==> src/rtl/mux_arb_pkg.sv <==
// Shared types and the rotating-priority pick used by the 4-way round-robin arbiter.
package mux_arb_pkg;

  localparam int N_REQ = 4;

  typedef enum logic {ARB_IDLE, ARB_BUSY} arb_state_t;

  typedef struct packed {
    logic       found;
    logic [1:0] idx;
  } arb_pick_t;

  // First requester at or after ptr, wrapping 3->0. Scanning from the far end
  // lets the closest hit overwrite, so the lowest offset from ptr wins.
  function automatic arb_pick_t arb_pick(input logic [N_REQ-1:0] req,
                                         input logic [1:0]       ptr);
    arb_pick_t  r;
    logic [1:0] i;
    r = '0;
    for (int k = N_REQ-1; k >= 0; k--) begin
      i = ptr + 2'(k);
      if (req[i]) begin
        r.found = 1'b1;
        r.idx   = i;
      end
    end
    return r;
  endfunction

endpackage

==> src/rtl/mux4_1.sv <==
// Plain 4:1 data mux driven by the arbiter select.
module mux4_1 #(
  parameter int W = 16
) (
  input  logic [W-1:0] d0,
  input  logic [W-1:0] d1,
  input  logic [W-1:0] d2,
  input  logic [W-1:0] d3,
  input  logic [1:0]   s,
  output logic [W-1:0] y
);

  always_comb begin
    case (s)
      2'd0:    y = d0;
      2'd1:    y = d1;
      2'd2:    y = d2;
      default: y = d3;
    endcase
  end

endmodule

==> src/rtl/mux4_rr_arbiter.sv <==
// Round-robin burst arbiter: one shared BUS_WIDTH channel, 4 requesters, valid/ready out.
module mux4_rr_arbiter
  import mux_arb_pkg::*;
#(
  parameter int BUS_WIDTH = 16,
  parameter int BURST_MAX = 4
) (
  input  logic                 clk,
  input  logic                 rst_n,
  input  logic [N_REQ-1:0]     req,
  input  logic [BUS_WIDTH-1:0] d0,
  input  logic [BUS_WIDTH-1:0] d1,
  input  logic [BUS_WIDTH-1:0] d2,
  input  logic [BUS_WIDTH-1:0] d3,
  input  logic                 out_ready,
  output logic [BUS_WIDTH-1:0] out_data,
  output logic                 out_valid,
  output logic [N_REQ-1:0]     ack,
  output logic [N_REQ-1:0]     gnt,
  output logic [1:0]           sel
);

  localparam int             CW   = $clog2(BURST_MAX + 1);
  localparam logic [CW-1:0]  LAST = CW'(BURST_MAX - 1);

  arb_state_t    state;
  logic [1:0]    gnt_idx;
  logic [1:0]    ptr;
  logic [CW-1:0] beat_cnt;

  arb_pick_t     pick_idle;
  arb_pick_t     pick_rel;
  logic          xfer;
  logic          rel;

  always_comb begin
    pick_idle = arb_pick(req, ptr);
    // Re-arbitration on release starts just past the current owner so it ranks last.
    pick_rel  = arb_pick(req, gnt_idx + 2'd1);
    out_valid = 1'b0;
    gnt       = '0;
    sel       = 2'd0;
    ack       = '0;
    xfer      = 1'b0;
    rel       = 1'b0;
    if (state == ARB_BUSY) begin
      sel       = gnt_idx;
      gnt       = N_REQ'(1) << gnt_idx;
      out_valid = req[gnt_idx];
      xfer      = out_valid & out_ready;
      ack       = xfer ? (N_REQ'(1) << gnt_idx) : '0;
      rel       = (xfer && beat_cnt == LAST) || !req[gnt_idx];
    end
  end

  always_ff @(posedge clk or negedge rst_n) begin
    if (!rst_n) begin
      state    <= ARB_IDLE;
      gnt_idx  <= 2'd0;
      ptr      <= 2'd0;
      beat_cnt <= '0;
    end else begin
      case (state)
        ARB_IDLE: begin
          if (pick_idle.found) begin
            state    <= ARB_BUSY;
            gnt_idx  <= pick_idle.idx;
            beat_cnt <= '0;
          end
        end
        default: begin
          if (rel) begin
            ptr      <= gnt_idx + 2'd1;
            beat_cnt <= '0;
            if (pick_rel.found) gnt_idx <= pick_rel.idx;
            else                state   <= ARB_IDLE;
          end else if (xfer) begin
            beat_cnt <= beat_cnt + CW'(1);
          end
        end
      endcase
    end
  end

  mux4_1 #(.W(BUS_WIDTH)) u_mux (
    .d0 (d0),
    .d1 (d1),
    .d2 (d2),
    .d3 (d3),
    .s  (sel),
    .y  (out_data)
  );

endmodule

==> config.mk <==
export PLATFORM = sky130hd
export DESIGN_NAME = mux4_rr_arbiter
export DESIGN_NICKNAME = d
export VERILOG_FILES = /design/src/rtl/mux_arb_pkg.sv /design/src/rtl/mux4_1.sv /design/src/rtl/mux4_rr_arbiter.sv
export SDC_FILE = /design/constraint.sdc
export NUM_CORES = 1
export LEC_CHECK = 0
export BUFFER_PORTS_ARGS = -buffer_cell sky130_fd_sc_hd__buf_4
export CAP_MARGIN = 30
export CORE_MARGIN = 2
export CORE_UTILIZATION = 37
export DETAILED_ROUTE_END_ITERATION = 7
export HOLD_SLACK_MARGIN = 0.05
export PLACE_DENSITY = 0.73
export SLEW_MARGIN = 0
export SYNTH_ARGS = -nofsm -noshare
export SYNTH_HDL_FRONTEND = slang
export SYNTH_SLANG_ARGS = --single-unit
==> constraint.sdc <==
create_clock -name clk -period 3.45 [get_ports clk]
set_input_delay 0.5175 -clock clk [delete_from_list [all_inputs] [get_ports clk]]
set_output_delay 0.5175 -clock clk [all_outputs]
set_load 0.03 [all_outputs]
==> impl_results.md, run 1 <==
- Status: completed
- Reg power frac: around 13%
- Post-Place Cells: approximately 300
- Root Driver: clkbuf_4
- Max Buffers Root-to-Sink: 2
- CP Cell Sequence: mux4_2 -> and3_1 -> buf_4
- Slew @ Worst Pin: 740 ps
- CP Capture Type: output pin
- Setup_tns: 0 ps
- Yosys warning count: 0
- Final wirelength: roughly 4.0 mm
- Post_cts resized: 0
- Area of the multi-input gates: 965 um^2
- DR pass1 iterations: 4
- Antenna cells: 0
- CP Launch Type: register
- Power Density: between 800 and 900 nW/um^2
- Slew margin rel.: 50.7%
- Cts hold-fix bufs: 0
- Main flop type after synthesis: dfrtp_1
- Die H: around 62 um
- Max cap viols: 0
- Tmin final: between 2000 and 3000 ps
- RePlAce Congestion: about 0.80
- Layout Nets: approximately 330
- Leak: roughly 1.0 nW
- Antenna-violating nets left: 0
- Largest net degree at the start of global routing: 36
- I/O pins: 98
- Die ar.: roughly 3900 um^2
- Most common cell after layout, fill and taps aside: buf_4
- CTS Buf Count: 3
- Setup Slack @ Placement: between 900 and 1000 ps
- HPWL Detailed: 3.02 mm
- NetSw: roughly 0.0009 W
- Mean routed wirelength per cell: 13.3 um
- Syn Area/Cell: roughly 7.6 um^2
- Net Sw Frac: a little over half
- Ys async rst share: 100%
- CP peak stage delay: a little over 800 ps
- Post-synth EDFFs: 0
- Hold WC Path Type: primary input to asynchronous set/reset pin
- Commonest non-fill, non-tap cells in the layout: buf_4 (100), nand2_1 (24), o21ai_0 (21)
- PortBufs: 97
- Number of global-route vias before repair: 1537
- Grt ovf: 0
- Final setup fails: 0
- Yosys reg bits: 8
- Comb power frac: slightly above 80%
- Critical path peak fanout: 17
- DRC Markers: 0
- Flip-flop and latch area: ~200 um^2
- Core Area: roughly 3300 um^2
- Skew final: 4.16 ps
- Final Hold Viols: 0
- PnR worst setup slack: 787 ps
- Layout area overhead: 61.6%
- First DRT Iteration DRCs: 42
- Mapped Cells: between 150 and 200
- Clk slew on worst S/H paths: about 50 ps
- Via count: about 1600
- RSZ-0062 raised after global routing: no
- Worst EP required: between 2000 and 3000 ps
- Period utilisation layout: just under 80%
- Setup Buffers After CTS: 0
- Pwr Total: roughly 0.0017 W
- Critical Path AT: 2150 ps
- Fin cells: 300
- Via/cell ratio: between 5 and 6
- Share of cells above drive strength 1: approximately 44%
- Final Core Density: approximately three fifths
- Net Count, Synth: between 200 and 250
- Peak VDD IR: ~430 uV
- Critical Path Slowest Stage Cell: dfrtp_1
- First-pass GRT wire length: roughly 6.9 mm
- CTS H-tree depth: 1
- Synth cell types: 36
- Internal Pwr Total: about 0.00078 W
- Initial antenna violation count: 0
- GRT Total Usage: roughly a fifth
- Die W: around 62 um
- CTS tree: yes
- Max Fclk: between 300 and 400 MHz
- Clock sinks: 8
- Worst-skew pair later-pin latency: roughly 250 ps
- Filler cell count: 305
- Kind of critical path: register to output pin
- Clock power frac: roughly 4.2%
- Post-synthesis sequential area ratio: between 10% and 20%
- Mapped cell area: around 1300 um^2
- Initial core utilization: a little under two fifths
- Pins Over Slew Limit: 0
- Floorplan row count: 21
-- registers in the layout (all words and copies together) (netlist names) --
| signal | count |
|---|---|
| beat_cnt | 3 |
| gnt_idx | 2 |
| ptr | 2 |
| state | 1 |
-- cell families after synthesis --
logic type                 Yosys count  share of synthesized area, %
adders and majority gates            6                          5.99
buffers and inverters               19                          7.09
and+or+nand+nor                     52                          21.4
AOI/OAI and AO/OA                   59                          32.4
DFF                                  8                          16.0
muxes                               20                          17.2
-- through the flow --
| step | area, um^2 | hold slack [ps] |
|---|---|---|
| final | 2030 | 69.9 |
| after global routing | 2030 | 65.8 |
| after CTS | 2030 | 69.1 |
| after detailed placement | 2000 | 344 |
| after global placement | 1990 | 342 |
| after floorplan | 1250 | 222 |
-- layout make-up --
type | count | area share, %
multi-input combinational | 137 | 47.6
timing repair buffer | 101 | 37.6
sequential | 8 | 9.88
tap | 46 | 2.84
clock buffer | 3 | 1.11
inverter | 5 | 0.926
-- path summary, 6_finish.rpt --
path                       slack, ps                     from  cells past startpoint                 endpoint
max                              790   gnt_idx[1]$_DFFE_PN0P_                      3                   ack[1]
min                               70                    rst_n                      1  beat_cnt[2]$_DFFE_PN0P_
max reg2reg                      930   gnt_idx[0]$_DFFE_PN0P_                      7   gnt_idx[1]$_DFFE_PN0P_
min reg2reg                      490  beat_cnt[2]$_DFFE_PN0P_                      2  beat_cnt[2]$_DFFE_PN0P_
max in group asynchronous       3250                    rst_n                      1   gnt_idx[1]$_DFFE_PN0P_
min in group clk                 490  beat_cnt[2]$_DFFE_PN0P_                      2  beat_cnt[2]$_DFFE_PN0P_
-- layer usage --
| layer | vias up | share of wire, % | global-route usage, % |
|---|---|---|---|
| met5 | - | 0 | 0 |
| met4 | 0 | 0 | 3.33 |
| met3 | 0 | 8.2 | 4.89 |
| met2 | 61 | 49 | 38.5 |
| met1 | 703 | 43 | 25.3 |
| li1 | 786 | - | - |
-- synth_stat cells, types with 2 or more instances --
cell	n	area, um^2
nand2_1	24	90.1
o21ai_0	21	105
mux2i_1	17	170
a22o_1	16	140
clkbuf_1	10	37.5
dfrtp_1	8	200
a21oi_1	6	30.0
and2_1	6	37.5
ha_1	6	75.1
inv_1	5	18.8
nor2_1	5	18.8
and3_1	4	25.0
nor2b_1	3	18.8
nor3b_1	3	22.5
a21boi_2	2	22.5
a2bb2oi_1	2	17.5
a31oi_1	2	12.5
buf_2	2	10.0
buf_6	2	22.5
mux2_2	2	22.5
nand3b_1	2	15.0
o211ai_1	2	15.0
-- critical path, delay by kind of cell, from the launching register on --
family / cells / cell delay, ps
mux: 1 / 690
buf+inv: 1 / 160
simple gates: 1 / 220
flops: 1 / 820
-- power groups by stage --
stage               Combinational (W)  Sequential [W]  Clock [W]
finish                        0.00139        0.000217  0.0000711
global route                  0.00151        0.000229  0.0000787
CTS                           0.00140        0.000216  0.0000734
detailed placement            0.00139        0.000218          0
global placement              0.00137        0.000217          0
floorplan                    0.000987        0.000164          0
Power figures use the tool's default switching activity.
==> inputs of run 2 (changes only) <==
==> constraint.sdc (replaced) <==
create_clock -name clk -period 2.5 [get_ports clk]
set_input_delay 0.375 -clock clk [delete_from_list [all_inputs] [get_ports clk]]
set_output_delay 0.375 -clock clk [all_outputs]
set_load 0.03 [all_outputs]
==> impl_results.md, run 2 (synthesis gave the netlist of run 1 again) <==
- Number of global-route vias before repair: approximately 1500
- Critical path peak fanout: 14
- RSZ-0062 raised after global routing: no
- Largest net degree at the start of global routing: 35
- Fin cells: between 300 and 400
- Initial antenna violation count: 0
- DRC Markers: 0
- Mean routed wirelength per cell: roughly 13 um
- Floorplan row count: 21
- Final setup fails: 0
- Clock sinks: 8
- Hold WC Path Type: primary input to asynchronous set/reset pin
- Setup_tns: 0 ps
- Die H: between 60 and 70 um
- Via/cell ratio: approximately 5.1
- Max cap viols: 0
- CTS Buf Count: 3
- Filler cell count: approximately 310
- Max Fclk: between 400 and 500 MHz
- Commonest non-fill, non-tap cells in the layout: buf_4 (104), nand2_1 (24), o21ai_0 (21)
- Clock power frac: under 10%
- Net Sw Frac: approximately 53%
- Worst EP required: 2120 ps
- Most common cell after layout, fill and taps aside: buf_4
- Pwr Total: roughly 0.0023 W
- Reg2reg setup slack: approximately 600 ps
- Max Buffers Root-to-Sink: 2
- Final wirelength: between 3 and 4 mm
- CTS H-tree depth: 1
- CP Cell Sequence: buf_4 -> o21ai_1 -> buf_4 -> a22o_1 -> buf_4
- Peak VDD IR: 676 uV
- Top Registers: beat_cnt x3, gnt_idx x2, ptr x2
- Root Driver: clkbuf_4
- Die ar.: 3870 um^2
- Share of cells above drive strength 1: around 44%
- Layout area overhead: 63.9%
- Comb power frac: approximately 86%
- Period utilisation layout: between 80% and 90%
- Core Area: around 3300 um^2
- First DRT Iteration DRCs: 35
- HPWL Detailed: between 3 and 4 mm
- Grt ovf: 0
- Slew margin rel.: approximately 76%
- Final Hold Viols: 0
- Register with the most flip-flops: beat_cnt
- Pins Over Slew Limit: 0
- Antenna cells: 0
- NetSw: about 0.0012 W
- CP Launch Type: register
- Via count: between 1500 and 2000
- Power Density: 1140 nW/um^2
- Die W: 62.2 um
- DR pass1 iterations: 4
- Leak: ~1.1 nW
- I/O pins: 98
- Internal Pwr Total: ~0.0011 W
- Clk slew on worst S/H paths: 50 ps
- CP peak stage delay: between 400 and 500 ps
- Final instance area: approximately 2100 um^2
- Antenna-violating nets left: 0
- Critical Path Slowest Stage Cell: dfrtp_1
- Slew @ Worst Pin: 350 ps
- Reg power frac: a little over a tenth
- PnR worst setup slack: between 300 and 400 ps
- Setup Buffers After CTS: 0
- CP Capture Type: output pin
- CTS tree: yes
- PortBufs: just under 100
- Tmin final: 2180 ps
- GRT Total Usage: 20.5%
- Setup Slack @ Placement: just under 600 ps
- Post-Place Cells: 300
- RePlAce Congestion: approximately 0.76
- Status: completed
- Worst path most repeated cell: buf_4
- First-pass GRT wire length: 6.78 mm
- Skew final: 4.25 ps
- Kind of critical path: register to output pin
- Layout Nets: ~340
- Critical Path AT: ~1800 ps
- Number of flip-flops in the largest register: 3
- Worst-skew pair later-pin latency: approximately 250 ps
- Initial core utilization: 38.2%
- Dpl cell area: a little over 2000 um^2
==> run 2: cell count changes in the layout (fill, tap and decap cells not counted) <==
cell | previous run | this run
buf_4 | 100 | 104
dlygate4sd3_1 | 0 | 1
buf_6 | 1 | 0
==> run 2: power groups by stage <==
stage / logic (W) / clock network (W) / registers (W)
CTS: 0.00202 / 0.000101 / 0.000244
floorplan: 0.00136 / 0 / 0.000227
finish: 0.00201 / 0.0000969 / 0.000244
detailed placement: 0.00201 / 0 / 0.000246
global route: 0.00218 / 0.000105 / 0.000252
global placement: 0.00201 / 0 / 0.000244
==> run 2: per-stage QoR <==
stage	hold slack (ps)	utilization, %
detailed placement	197	61.6
global route	484	62.6
finish	468	62.6
floorplan	79.4	-
CTS	455	62.6
global placement	199	61.6
==> run 2: repair_timing <==
action | in CTS | in global routing
hold endpoints to repair | 8 | 0
hold buffers | 1 | 0
gates resized for setup | 0 | 0
==> run 2: layout make-up <==
cell class                 instances  area [um^2]  share of cell area [%]
clock buffer                       3         22.5                    1.10
timing repair buffer             105          791                    38.5
tap                               46         57.6                    2.80
inverter                           5         18.8                   0.914
sequential                         8          200                    9.74
multi-input combinational        137          965                    47.0
==> run 2: path summary, 6_finish.rpt <==
check,startpoint,end,cells past startpoint
max,gnt_idx[1]$_DFFE_PN0P_,out_data[7],5
min,rst_n,beat_cnt[0]$_DFFE_PN0P_,2
max reg2reg,gnt_idx[0]$_DFFE_PN0P_,gnt_idx[0]$_DFFE_PN0P_,7
min reg2reg,beat_cnt[2]$_DFFE_PN0P_,beat_cnt[2]$_DFFE_PN0P_,2
max in group asynchronous,rst_n,gnt_idx[0]$_DFFE_PN0P_,2
min in group clk,req[3],state$_DFF_PN0_,3
==> run 2: routing by layer <==
layer	GRT usage, %	vias up	share of wire, %
met4	3.89	0	0
met5	0	-	0
li1	-	795	-
met2	35.9	59	47
met1	26.3	692	45
met3	4.35	0	7.8
==> run 2: critical path, delay by kind of cell (launching register included) <==
| kind | cells | cell delay (ps) |
|---|---|---|
| AO/OA/AOI/OAI | 2 | 470 |
| buffers and inverters | 3 | 660 |
| flip-flops | 1 | 430 |
==> inputs of run 3 (changes only) <==
--- a/config.mk
+++ b/config.mk
@@ -6,7 +6,6 @@
 export NUM_CORES = 1
 export LEC_CHECK = 0
 export BUFFER_PORTS_ARGS = -buffer_cell sky130_fd_sc_hd__buf_4
-export CAP_MARGIN = 30
 export CORE_MARGIN = 2
 export CORE_UTILIZATION = 37
 export DETAILED_ROUTE_END_ITERATION = 7
==> constraint.sdc (replaced) <==
create_clock -name clk -period 2.1 [get_ports clk]
set_input_delay 0.63 -clock clk [delete_from_list [all_inputs] [get_ports clk]]
set_output_delay 0.63 -clock clk [all_outputs]
set_load 0.03 [all_outputs]
==> impl_results.md, run 3 (synthesis gave the netlist of run 1 again) <==
- Slew @ Worst Pin: a little under 400 ps
- Cts hold-fix bufs: 0
- Net Sw Frac: ~50%
- Mean routed wirelength per cell: 15.2 um
- Period utilisation layout: 109%
- Clk slew on worst S/H paths: approximately 60 ps
- Most common cell after layout, fill and taps aside: buf_4
- Peak VDD IR: 1290 uV
- RSZ-0062 raised after global routing: yes
- Max Fclk: between 400 and 500 MHz
- Slew margin rel.: 73.7%
- CTS Buf Count: 3
- Comb power frac: 87.1%
- Final wirelength: 4.77 mm
- Critical path peak fanout: 7
- Top Registers: beat_cnt x3, gnt_idx x2, ptr x2
- Skew final: around 5.9 ps
- Dpl cell area: between 2000 and 2500 um^2
- Number of flip-flops in the largest register: 3
- I/O pins: 98
- Max cap viols: 0
- Initial core utilization: roughly two fifths
- Floorplan row count: 21
- Number of global-route vias before repair: around 1600
- Critical Path AT: between 1500 and 2000 ps
- Pins Over Slew Limit: 0
- Reg2reg start: gnt_idx[1]$_DFFE_PN0P_
- HPWL Detailed: ~3.6 mm
- Via count: ~1600
- Setup_tns: -2650 ps
- Via/cell ratio: 5.06
- Most Crowded Layer GR: met2
- Grt met1 use: 31.5%
- Commonest non-fill, non-tap cells in the layout: buf_4 (94), nand2_1 (24), buf_6 (21)
- Largest net degree at the start of global routing: 27
- Crit path launch: req[3]
- Kind of critical path: primary input to output pin
- Met3 Resource Use GR: ~4.7%
- Met2 Use GR: 41.6%
- Die H: about 62 um
- Die ar.: around 3900 um^2
- Final Hold Viols: 0
- NetSw: around 0.0016 W
- Final Core Density: about 70%
- Clock sinks: 8
- Root Driver: clkbuf_4
- DR pass1 iterations: 4
- First-pass GRT wire length: roughly 7.7 mm
- DRC Markers: 0
- Share of cells above drive strength 1: 56.1%
- Power Density: between 1000 and 1500 nW/um^2
- Internal Pwr Total: approximately 0.0016 W
- Failing checks: setup timing
- Layout area overhead: 83.7%
- Clock power frac: between 3 and 4%
- Max Buffers Root-to-Sink: 2
- CTS H-tree depth: 1
- Die W: just over 60 um
- Hold WC Path Type: primary input to asynchronous set/reset pin
- Status: finished, violations left
- CP Capture Type: output pin
- PortBufs: 97
- Antenna cells: 0
- CP Launch Type: primary input
- Final setup fails: 21
- Reg power frac: about a tenth
- Worst EP required: ~1500 ps
- First DRT Iteration DRCs: 62
- GRT Total Usage: about a quarter
- RePlAce Congestion: around 0.80
- Layout Nets: about 350
- Leak: 1.14 nW
- Setup Slack @ Placement: -247 ps
- Fin Hold WS: 182 ps
- Grt ovf: 0
- Final instance area: about 2300 um^2
- Antenna-violating nets left: 0
- Core Area: 3280 um^2
- PnR worst setup slack: -188 ps
- Tmin final: 2290 ps
- Initial antenna violation count: 0
- Register with the most flip-flops: beat_cnt
- CTS tree: yes
- Worst-skew pair later-pin latency: ~250 ps
-- run 3: cell types whose count changed in the layout (fill, tap and decap cells not counted), moves of 3 or more --
cell	before	now
buf_6	0	21
a22o_1	16	6
buf_4	104	94
and2_4	1	4
and2_1	6	3
o21ai_1	1	5
a22o_2	0	9
and3_4	0	4
and3_1	4	0
o21ai_0	21	16
-- run 3: power by group through the flow --
stage,Sequential (W),Combinational [W],Clock [W]
after floorplan,0.000271,0.00182,0
after global placement,0.000291,0.00258,0
after detailed placement,0.000296,0.00259,0
after CTS,0.000300,0.00277,0.000123
after global routing,0.000316,0.00304,0.000128
final,0.000304,0.00285,0.000117
-- run 3: path summary, 6_finish.rpt --
| path | end | slack [ps] | depth (start not counted) |
|---|---|---|---|
| setup / recovery | ack[2] | -190 | 4 |
| hold / removal | beat_cnt[2]$_DFFE_PN0P_ | 180 | 1 |
| setup reg to reg | gnt_idx[1]$_DFFE_PN0P_ | 130 | 5 |
| hold reg to reg | beat_cnt[0]$_DFFE_PN0P_ | 500 | 1 |
| max in group asynchronous | gnt_idx[0]$_DFFE_PN0P_ | 1780 | 1 |
| min in group clk | beat_cnt[0]$_DFFE_PN0P_ | 500 | 1 |
-- run 3: what timing repair did --
action,in CTS,in global routing
pin swaps,9,3
cloned,1,0
endpoints found under the hold margin,0,0
setup buffers,1,0
setup endpoints to repair,22,23
resized for setup,25,14
-- run 3: per-stage QoR --
| stage | total power (W) | instances |
|---|---|---|
| after floorplan | 0.00209 | 164 |
| after global routing | 0.00348 | 315 |
| after detailed placement | 0.00289 | 310 |
| after CTS | 0.00319 | 315 |
| final | 0.00327 | 315 |
| after global placement | 0.00288 | 310 |
-- run 3: cell type report --
type | count | area [um^2]
clock buffers | 3 | 22.5
fillers | 271 | 981
inverters | 5 | 21.3
multi-input cells | 137 | 1040
flip-flops and latches | 8 | 203
well taps | 46 | 57.6
repair buffers | 116 | 957
-- run 3: worst max-delay path, cell delays in order --
cell and delay, ps:
buf_6 90, mux4_2 580, and3_4 220, buf_6 130
-- run 3: routing by layer --
layer  vias up  share of wire [%]  wire [um]
met2        59                 50       2380
met5         -                  0          0
met1       712                 43       2070
met3         4                6.3        303
li1        820                  -          -
met4         0               0.52         25
